File: src/rtl/dmem_lsu.sv
`default_nettype none
// ============================================================================
//  Module   : dmem_lsu
//  Purpose  : RV32I load/store unit driving a word-wide data memory.
//             Accepts one load or store per handshake, translates the byte
//             address to a word index, checks funct3 legality (and optionally
//             alignment), extracts and extends load lanes, and performs
//             read-modify-write for byte/halfword stores because the memory
//             only accepts whole-word writes.
//  Optional : define LSU_MISALIGN_TRAP_EN to return an error for halfword
//             accesses at odd addresses and word accesses with addr[1:0]!=0.
//             Without it the low address bits are ignored for alignment.
//  Ports    :
//    clk, rst_n        core clock, asynchronous active-low reset
//    req_valid/ready   request handshake (ready only while idle)
//    req_we            1 = store, 0 = load
//    req_funct3        RV32I width code (B/H/W/BU/HU)
//    req_addr          byte address
//    req_wdata         right-aligned store data
//    rsp_valid         one-cycle completion pulse
//    rsp_rdata         extended load data, 0 for stores and errors
//    rsp_err           illegal funct3 or misaligned access
//    mem_r_addr        read word index
//    mem_w_addr        write word index
//    mem_data_in       word written to memory
//    mem_read          read strobe
//    mem_write         write strobe
//    mem_data_out      combinational read word
//  Revision : 1.0 - initial release
// ============================================================================
module dmem_lsu (
  input  logic        clk,
  input  logic        rst_n,
  input  logic        req_valid,
  output logic        req_ready,
  input  logic        req_we,
  input  logic [2:0]  req_funct3,
  input  logic [31:0] req_addr,
  input  logic [31:0] req_wdata,
  output logic        rsp_valid,
  output logic [31:0] rsp_rdata,
  output logic        rsp_err,
  output logic [31:0] mem_r_addr,
  output logic [31:0] mem_w_addr,
  output logic [31:0] mem_data_in,
  output logic        mem_read,
  output logic        mem_write,
  input  logic [31:0] mem_data_out
);

  typedef enum logic [2:0] {
    S_IDLE   = 3'd0,
    S_LOAD   = 3'd1,
    S_STORE  = 3'd2,
    S_RMW_RD = 3'd3,
    S_RMW_WR = 3'd4,
    S_RESP   = 3'd5
  } state_t;

  state_t      state;
  logic [31:0] addr_q;
  logic [31:0] wdata_q;
  logic [2:0]  funct3_q;
  logic [31:0] merge_q;
  logic [31:0] rdata_q;
  logic        err_q;

  logic        f3_illegal;
  logic        misalign;
  logic        req_bad;
  logic [31:0] load_ext;
  logic [31:0] merged;
  logic [31:0] word_idx;

  // Loads accept B/H/W/BU/HU; stores only B/H/W.
  always_comb begin
    f3_illegal = 1'b0;
    if (req_we)
      f3_illegal = (req_funct3 > 3'b010);
    else
      f3_illegal = (req_funct3 == 3'b011) || (req_funct3 == 3'b110) ||
                   (req_funct3 == 3'b111);
  end

`ifdef LSU_MISALIGN_TRAP_EN
  // funct3[1:0] is 01 for H/HU and 10 for W in every legal encoding.
  always_comb begin
    misalign = 1'b0;
    if (req_funct3[1:0] == 2'b01)
      misalign = req_addr[0];
    else if (req_funct3[1:0] == 2'b10)
      misalign = (req_addr[1:0] != 2'b00);
  end
`else
  assign misalign = 1'b0;
`endif

  assign req_bad = f3_illegal | misalign;

  // Lane extraction from the combinational read word.
  always_comb begin
    logic [7:0]  b;
    logic [15:0] h;
    case (addr_q[1:0])
      2'd0:    b = mem_data_out[7:0];
      2'd1:    b = mem_data_out[15:8];
      2'd2:    b = mem_data_out[23:16];
      default: b = mem_data_out[31:24];
    endcase
    h = addr_q[1] ? mem_data_out[31:16] : mem_data_out[15:0];
    case (funct3_q)
      3'b000:  load_ext = {{24{b[7]}}, b};
      3'b100:  load_ext = {24'd0, b};
      3'b001:  load_ext = {{16{h[15]}}, h};
      3'b101:  load_ext = {16'd0, h};
      default: load_ext = mem_data_out;
    endcase
  end

  // Merge store data into the word captured during RMW_RD.
  always_comb begin
    merged = merge_q;
    if (funct3_q[0] == 1'b0) begin
      case (addr_q[1:0])
        2'd0:    merged[7:0]   = wdata_q[7:0];
        2'd1:    merged[15:8]  = wdata_q[7:0];
        2'd2:    merged[23:16] = wdata_q[7:0];
        default: merged[31:24] = wdata_q[7:0];
      endcase
    end else if (addr_q[1]) begin
      merged[31:16] = wdata_q[15:0];
    end else begin
      merged[15:0]  = wdata_q[15:0];
    end
  end

  always_ff @(posedge clk or negedge rst_n) begin
    if (!rst_n) begin
      state    <= S_IDLE;
      addr_q   <= 32'd0;
      wdata_q  <= 32'd0;
      funct3_q <= 3'd0;
      merge_q  <= 32'd0;
      rdata_q  <= 32'd0;
      err_q    <= 1'b0;
    end else begin
      case (state)
        S_IDLE: begin
          if (req_valid) begin
            addr_q   <= req_addr;
            wdata_q  <= req_wdata;
            funct3_q <= req_funct3;
            rdata_q  <= 32'd0;
            err_q    <= req_bad;
            if (req_bad)
              state <= S_RESP;
            else if (!req_we)
              state <= S_LOAD;
            else if (req_funct3 == 3'b010)
              state <= S_STORE;
            else
              state <= S_RMW_RD;
          end
        end
        S_LOAD: begin
          rdata_q <= load_ext;
          state   <= S_RESP;
        end
        S_STORE:  state <= S_RESP;
        S_RMW_RD: begin
          merge_q <= mem_data_out;
          state   <= S_RMW_WR;
        end
        S_RMW_WR: state <= S_RESP;
        S_RESP:   state <= S_IDLE;
        default:  state <= S_IDLE;
      endcase
    end
  end

  // All outputs decode directly from registered state, so an asynchronous
  // reset removes the strobes immediately.
  assign word_idx    = {2'b00, addr_q[31:2]};
  assign req_ready   = (state == S_IDLE);
  assign mem_read    = (state == S_LOAD) || (state == S_RMW_RD);
  assign mem_write   = (state == S_STORE) || (state == S_RMW_WR);
  assign mem_r_addr  = (state == S_IDLE) ? 32'd0 : word_idx;
  assign mem_w_addr  = (state == S_IDLE) ? 32'd0 : word_idx;
  assign mem_data_in = (state == S_STORE)  ? wdata_q :
                       (state == S_RMW_WR) ? merged  : 32'd0;
  assign rsp_valid   = (state == S_RESP);
  assign rsp_rdata   = (state == S_RESP) ? rdata_q : 32'd0;
  assign rsp_err     = (state == S_RESP) && err_q;

endmodule
`default_nettype wire
File: config.mk
export PLATFORM = sky130hd
export DESIGN_NAME = dmem_lsu
export DESIGN_NICKNAME = d
export VERILOG_FILES = /design/src/rtl/dmem_lsu.sv
export SDC_FILE = /design/constraint.sdc
export NUM_CORES = 1
export LEC_CHECK = 0
export BUFFER_PORTS_ARGS = -buffer_cell sky130_fd_sc_hd__buf_2
export CAP_MARGIN = 20
export CORE_MARGIN = 3
export CORE_UTILIZATION = 51
export DETAILED_ROUTE_END_ITERATION = 6
export GPL_ROUTABILITY_DRIVEN = 1
export PLACE_DENSITY = 0.77
export SYNTH_ARGS = -nofsm -noshare
export SYNTH_HDL_FRONTEND = slang
export SYNTH_SLANG_ARGS = --single-unit
File: constraint.sdc
create_clock -name clk -period 2.1 [get_ports clk]
set_input_delay 0.105 -clock clk [delete_from_list [all_inputs] [get_ports clk]]
set_output_delay 0.105 -clock clk [all_outputs]
set_load 0.03 [all_outputs]
==> impl_metrics.ini, run 1 <==
[layout]
ff_latch_area_mm2 = 0.00338
fin_nets = 1191
area_delta_synth_final_pct = 46.6
multiInputGateArea_mm2 = 0.00349
layout-drive-gt1-share_pct = 35.7
stdcell_count = 1280
fillers = 823

[placed_design]
dp_hpwl_mm = 14.9
gp_congestion = 0.906
port_buffers = 231
preCtsSetupSlack_ps = 226
placedCellCount = 1130

[critical_path]
crit_type = flip-flop to output pin
crit_chain = nor2b_4 > nor2b_4 > clkbuf_16 > a41oi_2 > nor2_1 > buf_4
reg2reg_slack_ps = 170
reg2reg_from = addr_q[1]$_DFFE_PN0P_
cpPeakStageDelay_ps = 480
rr_endpoint = rdata_q[27]$_DFFE_PN0P_
crit_slowest_cell = dfrtp_2
startpoint = state[1]$_DFFE_PN0P_
cp-end-kind = output pin
cp_max_fo = 6
start_kind = flip-flop
worst_r2r_path_depth = 6
crit_top_cell = nor2b_4
cp_data_required_time_ps = 2000
cp_data_arrival_time_ps = 2020
crit_end = mem_data_in[15]

[floorplan]
die_w_um = 125
core-area_mm2 = 0.0135
rows = 42
num_io_pins = 236
die_height_um = 125
start_util_pct = 53.1
die_area_mm2 = 0.0155

[min_path]
worstHoldPathType = input port to flip-flop

[timing]
layout_setup_ws_ps = -27.0
slew_violations = 0
post-route-min-period_ps = 2130
fmaxAchievable_mhz = 470
rsz0062_at_grt = true
hold_viol = 0
relSlewSlack_pct = 63.7
tightest_slew_ps = 545
skew_ps = 6.48
period_share_pct = 101
finalSetupViolCount = 5

[global_routing]
grt_max_degree = 58
grt_antenna_before_repair = 1
grt_pass1_wl_mm = 36.7
grt_util_all_layers_pct = 29.7
grt_pass1_vias = 6831
grt_overflow = 0

[yosys]
ys_seq_area_share_pct = 47.1
synthAdderAreaFrac_pct = 0
syn_area_mm2 = 0.00717
synth_top_family_by_area = simple AND/OR/NAND/NOR gates
synthXorXnorAreaFrac_pct = 0
synth_compound_area_share_pct = 14.4
yosysTopAreaCellShare_pct = 47.1
synthMuxAreaShare_pct = 8.62
async_flop_share_pct = 100
synth-main-ff-cell = dfrtp_1
ys_top_cells_by_count = nand2_1 (231), dfrtp_1 (135), nor2b_1 (39)
ys_seq_elements = 135
synth_edf_count = 0
avgSynthCellArea_um2 = 9.21
ys_types = 45
yosys.area.top_type = dfrtp_1
syn_inst = 779
synth_most_common_cell = nand2_1
synth_area_leaders = dfrtp_1 (47%), nand2_1 (12%), mux2_2 (5.3%)
synth-simple-area-share_pct = 22.6
yosys_warnings = 0

[route]
num_vias = 7380
drtIter0Drc = 782
first_pass_iters = 6
wire_per_inst_um = 19.4
wl_mm = 24.8
viasPerCell = 5.77
ant_nets = 0
drcViolationCount = 0

[clocking]
path_clk_slew_ps = 60
cts_tree = yes
clkSinkCount = 135
cts_max_level = 4
cts-buffers-inserted = 17
cts_buffer_depth = 2
clockRootBuffer = clkbuf_16
clk_latency_ps = 420

[run]
max_cap_violations = 0

[pwr]
powerDensity_mw_per_mm2 = 1670
power_leakage_nw = 5.37
vdd_drop_max_v = 0.000926

[outcome]
status = finished, violations left
violations = negative setup slack
[report_power, final]
group	switching (W)	internal, W
clock	0.00111	0.00220
combinational	0.00582	0.00370
sequential	0.000984	0.00379
total	0.00792	0.00969
[layout by cell type, fill, tap and decap left out, types with 5 or more instances in the layout]
cell             n
dlygate4sd3_1   96
nor2b_1         35
dfrtp_1        130
a221o_1         16
nand3_1          6
a31oi_1          8
o22ai_1         13
a22o_1          10
buf_6           13
o32a_1           8
and3_1          35
nand2b_1        12
bufinv_16        5
buf_2          206
a41oi_2          8
buf_4           53
mux2_2          34
clkbuf_16       19
dfrtp_2          5
mux2i_1         19
o21ai_1          6
buf_12           5
o22a_1           8
o21ai_0         22
nand2_1        227
nor2_1          21
a21oi_1          5
[per-stage QoR]
step | setup TNS [ps] | hold WS (ps) | total power (W) | util [%] | area (um2)
2_1_floorplan | 0 | -191 | 0.0109 | - | 7180
3_3_place_gp | 0 | 104 | 0.0127 | 61.8 | 8350
3_5_place_dp | 0 | 108 | 0.0128 | 61.8 | 8350
4_1_cts | 0 | 3.51 | 0.0166 | 74.9 | 10100
5_1_grt | -1020 | 23.4 | 0.0184 | 77.8 | 10500
6_report | -56.2 | 28.2 | 0.0176 | 77.9 | 10500
[worst max-delay path: cells and delay by family (launching register included)]
kind            cells  cell delay, ps
simple gates        3             620
flops               1             480
buf+inv             2             390
compound gates      1             110
[cells by family (layout without fill, tap and decap cells)]
family,count (synthesis),in the layout
multiplexers,55,55
AO/OA/AOI/OAI,136,136
flip-flops,135,135
buffers and inverters,94,413
other,1,7
AND/OR/NAND/NOR,358,358
[area by class of cell]
type                            count  area share, %
Clock inverter                     12           1.87
Inverter                            3          0.143
Tap cell                          176           2.09
Sequential cell                   135           32.2
Timing Repair Buffer              378           26.0
Clock buffer                       20           4.44
Multi-Input combinational cell    553           33.2
Antenna cell                        3         0.0714
[worst min-delay path by stage]
stage	depth (start not counted)	slack (ps)	from	to
3_5_place_dp	1	110	rst_n	wdata_q[30]$_DFFE_PN0P_
5_1_grt	2	20	mem_data_out[25]	rdata_q[25]$_DFFE_PN0P_
2_1_floorplan	0	-190	rst_n	addr_q[0]$_DFFE_PN0P_
3_3_place_gp	1	100	rst_n	wdata_q[27]$_DFFE_PN0P_
4_1_cts	2	4	mem_data_out[20]	rdata_q[20]$_DFFE_PN0P_
6_report	2	30	mem_data_out[17]	rdata_q[17]$_DFFE_PN0P_
[per-layer routing]
layer | wire length (um) | track usage (%) | up-vias
met5 | 0 | 0 | -
met4 | 880 | 12.2 | 0
met3 | 2190 | 6.35 | 85
met2 | 12100 | 48.0 | 461
met1 | 9600 | 39.0 | 3537
li1 | - | - | 3297
[state kept, by name (all words and copies together) (netlist names)]
| register | cells |
|---|---|
| merge_q | 32 |
| err_q | 1 |
| state | 3 |
| rdata_q | 32 |
| funct3_q | 3 |
| wdata_q | 32 |
| addr_q | 32 |
[repair_timing]
action / in CTS / in global routing
resized for setup: 40 / 65
gates cloned: 1 / 3
pin swaps: 1 / 20
endpoints found under the setup margin: 32 / 66
hold buffers: 96 / 0
buffers inserted: 2 / 14
hold endpoints to repair: 154 / 0
No activity file was read; power rests on OpenSTA's default activity.
==> run 2: changes to the inputs <==
- PLACE_DENSITY: 0.77 -> 0.88
==> impl_metrics.ini, run 2 (synthesis results as in run 1) <==
[clocking]
cts_tree = yes
clk_latency_ps = 430
cts-buffers-inserted = 17
clkSinkCount = 135
cts_buffer_depth = 2
cts_max_level = 4
path_clk_slew_ps = 60
clockRootBuffer = clkbuf_16

[floorplan]
num_io_pins = 236
start_util_pct = 53.1
die_area_mm2 = 0.0155
rows = 42
die_height_um = 125
die_w_um = 125
core-area_mm2 = 0.0135

[outcome]
violations = negative setup slack
status = finished, violations left

[pwr]
clkPwrFrac_pct = 18.5
sequentialPowerShare_pct = 28.1
fin_total_pwr_w = 0.0173
swShare_pct = 46.3
power_leakage_nw = 5.25
power_frac_comb_pct = 53.4
p_int_w = 0.00928
powerDensity_mw_per_mm2 = 1690
vdd_drop_max_v = 0.00110
netSwitchingPower_w = 0.00799

[route]
first_pass_iters = 6
ant_nets = 0
viasPerCell = 5.89
wire_per_inst_um = 20.4
drcViolationCount = 0
num_vias = 7431
drtIter0Drc = 897
wl_mm = 25.7

[timing]
tightest_slew_ps = 751
slew_violations = 0
rsz0062_at_grt = true
fmaxAchievable_mhz = 471
skew_ps = 13.3
finalSetupViolCount = 7
relSlewSlack_pct = 49.6
post-route-min-period_ps = 2120
layout_setup_ws_ps = -23.6
period_share_pct = 101
tns_ps = -86.4
hold_viol = 0

[global_routing]
grt_util_all_layers_pct = 30.3
grt_antenna_before_repair = 1
grt_overflow = 0
grt_pass1_vias = 7173
grt_max_degree = 57
grt_pass1_wl_mm = 37.7

[critical_path]
crit_top_cell = buf_4
cp_data_required_time_ps = 2000
cpLargestDelayFamily = buffers and inverters
crit_slowest_cell = dfrtp_1
cp_data_arrival_time_ps = 2020
crit_type = flip-flop to output pin
cp_max_fo = 8
cpPeakStageDelay_ps = 410
crit_chain = buf_4 > nor2_2 > nand2_2 > a21oi_1 > buf_4 > a22o_1 > buf_2
critPathBufInv = 3
cp-end-kind = output pin
start_kind = flip-flop

[layout]
area_delta_synth_final_pct = 42.7
fillers = 857
layout_commonest_cell = nand2_1
utilization_pct = 75.8
layout-drive-gt1-share_pct = 34.1
most-common-layout-cells = nand2_1 (226), buf_2 (213), dfrtp_1 (132), dlygate4sd3_1 (91), buf_4 (46)
diodes = 0
fin_nets = 1176

[min_path]
worstHoldPathType = input port to flip-flop

[placed_design]
gp_congestion = 0.934
dp_hpwl_mm = 15.8
port_buffers = 231

[run]
max_cap_violations = 0
[run 2: cell count changes in the layout (fill, tap and decap cells not counted), sizes merged]
cell / delta
inv: -1
clkbuf: +1
clkinv: +1
diode: -3
buf: -10
bufinv: -1
dlygate4sd3: -5
[run 2: per-stage QoR]
stage               instances  worst slack, ps  hold slack [ps]  area (um2)
floorplan                 782             63.5             -191        7180
global placement         1125              243              105        8350
detailed placement       1125              209              103        8350
CTS                      1252            -24.1            0.144        9970
global route             1262            -76.4             2.18       10200
finish                   1262            -23.6             6.67       10200
[run 2: final timing paths]
| kind | slack [ps] | to | startpoint | cells after the start |
|---|---|---|---|---|
| min in group asynchronous | 210 | addr_q[23]$_DFFE_PN0P_ | rst_n | 2 |
| max in group asynchronous | 1160 | addr_q[29]$_DFFE_PN0P_ | rst_n | 3 |
| hold / removal | 7 | merge_q[1]$_DFFE_PN0P_ | mem_data_out[1] | 2 |
| setup reg to reg | 150 | rdata_q[15]$_DFFE_PN0P_ | funct3_q[1]$_DFFE_PN0P_ | 4 |
| hold reg to reg | 470 | addr_q[13]$_DFFE_PN0P_ | addr_q[13]$_DFFE_PN0P_ | 2 |
| setup / recovery | -20 | mem_data_in[5] | state[1]$_DFFE_PN0P_ | 7 |
[run 2: layer usage]
| metal | up-vias | GRT usage, % | part of all wire (%) |
|---|---|---|---|
| met2 | 555 | 48.4 | 47 |
| met1 | 3488 | 40.1 | 37 |
| li1 | 3254 | - | - |
| met5 | - | 0 | 0.051 |
| met4 | 2 | 13.7 | 4.9 |
| met3 | 132 | 5.87 | 11 |
[run 2: power groups by stage]
stage / Sequential, W / Combinational (W) / Clock (W)
6_report: 0.00485 / 0.00921 / 0.00320
3_3_place_gp: 0.00471 / 0.00796 / 0
4_1_cts: 0.00470 / 0.00853 / 0.00316
2_1_floorplan: 0.00432 / 0.00654 / 0
3_5_place_dp: 0.00475 / 0.00815 / 0
5_1_grt: 0.00492 / 0.00977 / 0.00334
[run 2: layout make-up]
cell class | count | area [um2] | share of cell area (%)
multi-input cells | 553 | 3430 | 33.5
clock inverters | 11 | 174 | 1.70
inverters | 3 | 15.0 | 0.147
flip-flops and latches | 135 | 3380 | 33.1
clock buffers | 21 | 450 | 4.40
well taps | 176 | 220 | 2.15
repair buffers | 363 | 2560 | 25.0
[run 2: repair_timing]
item | in CTS | in global routing
pin swaps | 1 | 6
hold endpoints to repair | 149 | 0
setup buffers | 4 | 7
gates cloned | 0 | 3
hold buffers | 91 | 0
gates resized for setup | 21 | 44
setup endpoints to repair | 93 | 110
==> run 3: changes to the inputs <==
- CAP_MARGIN: 20 -> default
- CORE_UTILIZATION: 51 -> 55
- PLACE_DENSITY: 0.88 -> 0.94
- clock period: 2.1 -> 2.75 ns (I/O delays scaled with it)
==> impl_metrics.ini, run 3 (synthesis results as in run 1) <==
[placed_design]
gp_congestion = 0.934
port_buffers = 231
dp_hpwl_mm = 15.0
placedCellCount = 1113
preCtsSetupSlack_ps = 569

[critical_path]
cp_max_fo = 19
reg2reg_slack_ps = 490
cp-end-kind = output pin
cp_data_required_time_ps = 2610
worst_r2r_path_depth = 4
cp_data_arrival_time_ps = 2450
reg2reg_from = addr_q[1]$_DFFE_PN0P_
crit_type = flip-flop to output pin
rr_endpoint = rdata_q[18]$_DFFE_PN0P_
start_kind = flip-flop

[timing]
slew_violations = 0
post-route-min-period_ps = 2590
tns_ps = 0
skew_ps = 9.52
rsz0062_at_grt = false
finalSetupViolCount = 0
layout_setup_ws_ps = 164
tightest_slew_ps = 867
relSlewSlack_pct = 41.8
fmaxAchievable_mhz = 387
hold_viol = 0
period_share_pct = 94.0

[layout]
multiInputGateArea_mm2 = 0.00331
fillers = 820
stdcell_count = 1220
fin_nets = 1138
diodes = 0
area_delta_synth_final_pct = 34.1
ff_latch_area_mm2 = 0.00338
most-common-layout-cells = nand2_1 (230), buf_2 (230), dfrtp_1 (135), dlygate4sd3_1 (75), nor2b_1 (37)
layout-drive-gt1-share_pct = 31.4

[pwr]
fin_total_pwr_w = 0.0124
power_leakage_nw = 5.03
vdd_drop_max_v = 0.000767
powerDensity_mw_per_mm2 = 1290

[route]
viasPerCell = 5.92
wl_mm = 23.5
ant_nets = 0
drtIter0Drc = 729
drcViolationCount = 5
wire_per_inst_um = 19.3
first_pass_iters = 7
num_vias = 7219

[clocking]
cts_tree = yes
cts-buffers-inserted = 17
cts_buffer_depth = 2
clkSinkCount = 135
cts_setup_buffers = 0
clockRootBuffer = clkbuf_16
clk_latency_ps = 420
path_clk_slew_ps = 60
cts_max_level = 4

[floorplan]
start_util_pct = 56.6
die_w_um = 120
rows = 41
die_area_mm2 = 0.0144
num_io_pins = 236
die_height_um = 120
core-area_mm2 = 0.0127

[outcome]
violations = design-rule violations
status = finished, violations left

[global_routing]
grt_max_degree = 69
grt_pass1_vias = 7104
grt_util_all_layers_pct = 32.6
grt_pass1_wl_mm = 36.9
grt_overflow = 0
grt_antenna_before_repair = 0

[run]
max_cap_violations = 0

[min_path]
holdPathEnd = merge_q[12]$_DFFE_PN0P_
hp-start = mem_data_out[12]
worstHoldPathType = input port to flip-flop
hold_depth = 2
-- run 3: cell types whose count changed in the layout (fill, tap and decap cells not counted), moves of 4 or more --
cell / before / now
nor2b_4: 4 / 0
a41oi_1: 0 / 8
nand2_1: 226 / 230
buf_12: 7 / 2
clkbuf_8: 1 / 8
dlygate4sd3_1: 91 / 75
o21ai_0: 25 / 30
a41oi_2: 8 / 0
buf_4: 46 / 17
o21ai_1: 5 / 0
buf_2: 213 / 230
-- run 3: final cells by class --
class                           count  area share [%]
Timing Repair Buffer              325            21.6
Sequential cell                   135            35.1
Inverter                            3           0.117
Clock buffer                       26            5.61
Tap cell                          172            2.24
Multi-Input combinational cell    553            34.4
Clock inverter                      6           0.885
-- run 3: worst max-delay path by stage --
stage                                 start              end  slack (ps)
CTS                 funct3_q[0]$_DFFE_PN0P_   mem_data_in[4]          70
detailed placement  funct3_q[0]$_DFFE_PN0P_   mem_data_in[4]         570
global placement    funct3_q[0]$_DFFE_PN0P_   mem_data_in[6]         630
floorplan              state[2]$_DFFE_PN0P_  mem_data_in[28]         610
global route        funct3_q[0]$_DFFE_PN0P_  mem_data_in[18]          60
finish                addr_q[1]$_DFFE_PN0P_   mem_data_in[9]         160
-- run 3: critical path: stages, from the launching register on --
cell and delay, ps:
dfrtp_1 790, inv_1 290, nand2_1 350, a41oi_1 180
nor2_1 190, buf_2 230
-- run 3: power breakdown --
group	total (W)	switching (W)	internal, W
Combinational	0.00628	0.00405	0.00222
Clock	0.00236	0.000830	0.00153
Sequential	0.00378	0.000890	0.00289
Total	0.0124	0.00577	0.00664
-- run 3: through the flow --
step / util [%] / hold WS, ps / area (um2)
final: 75.9 / 25.4 / 9620
after detailed placement: 65.0 / 176 / 8230
after floorplan: - / -158 / 7180
after global placement: 65.0 / 174 / 8230
after CTS: 75.8 / 1.99 / 9610
after global routing: 75.9 / 8.09 / 9620
-- run 3: metal layers --
metal / wire (um) / part of all wire [%] / track usage [%] / vias up
met5: 0 / 0 / 0 / -
met4: 1190 / 5.1 / 17.8 / 0
met3: 2390 / 10 / 7.72 / 93
met2: 10900 / 46 / 50.7 / 530
met1: 9010 / 38 / 42.2 / 3426
li1: - / - / - / 3170
-- run 3: repair_timing --
item	4_1_cts	5_1_grt
setup endpoints to repair	0	16
endpoints found under the hold margin	141	0
resized for setup	0	3
hold buffers	75	0
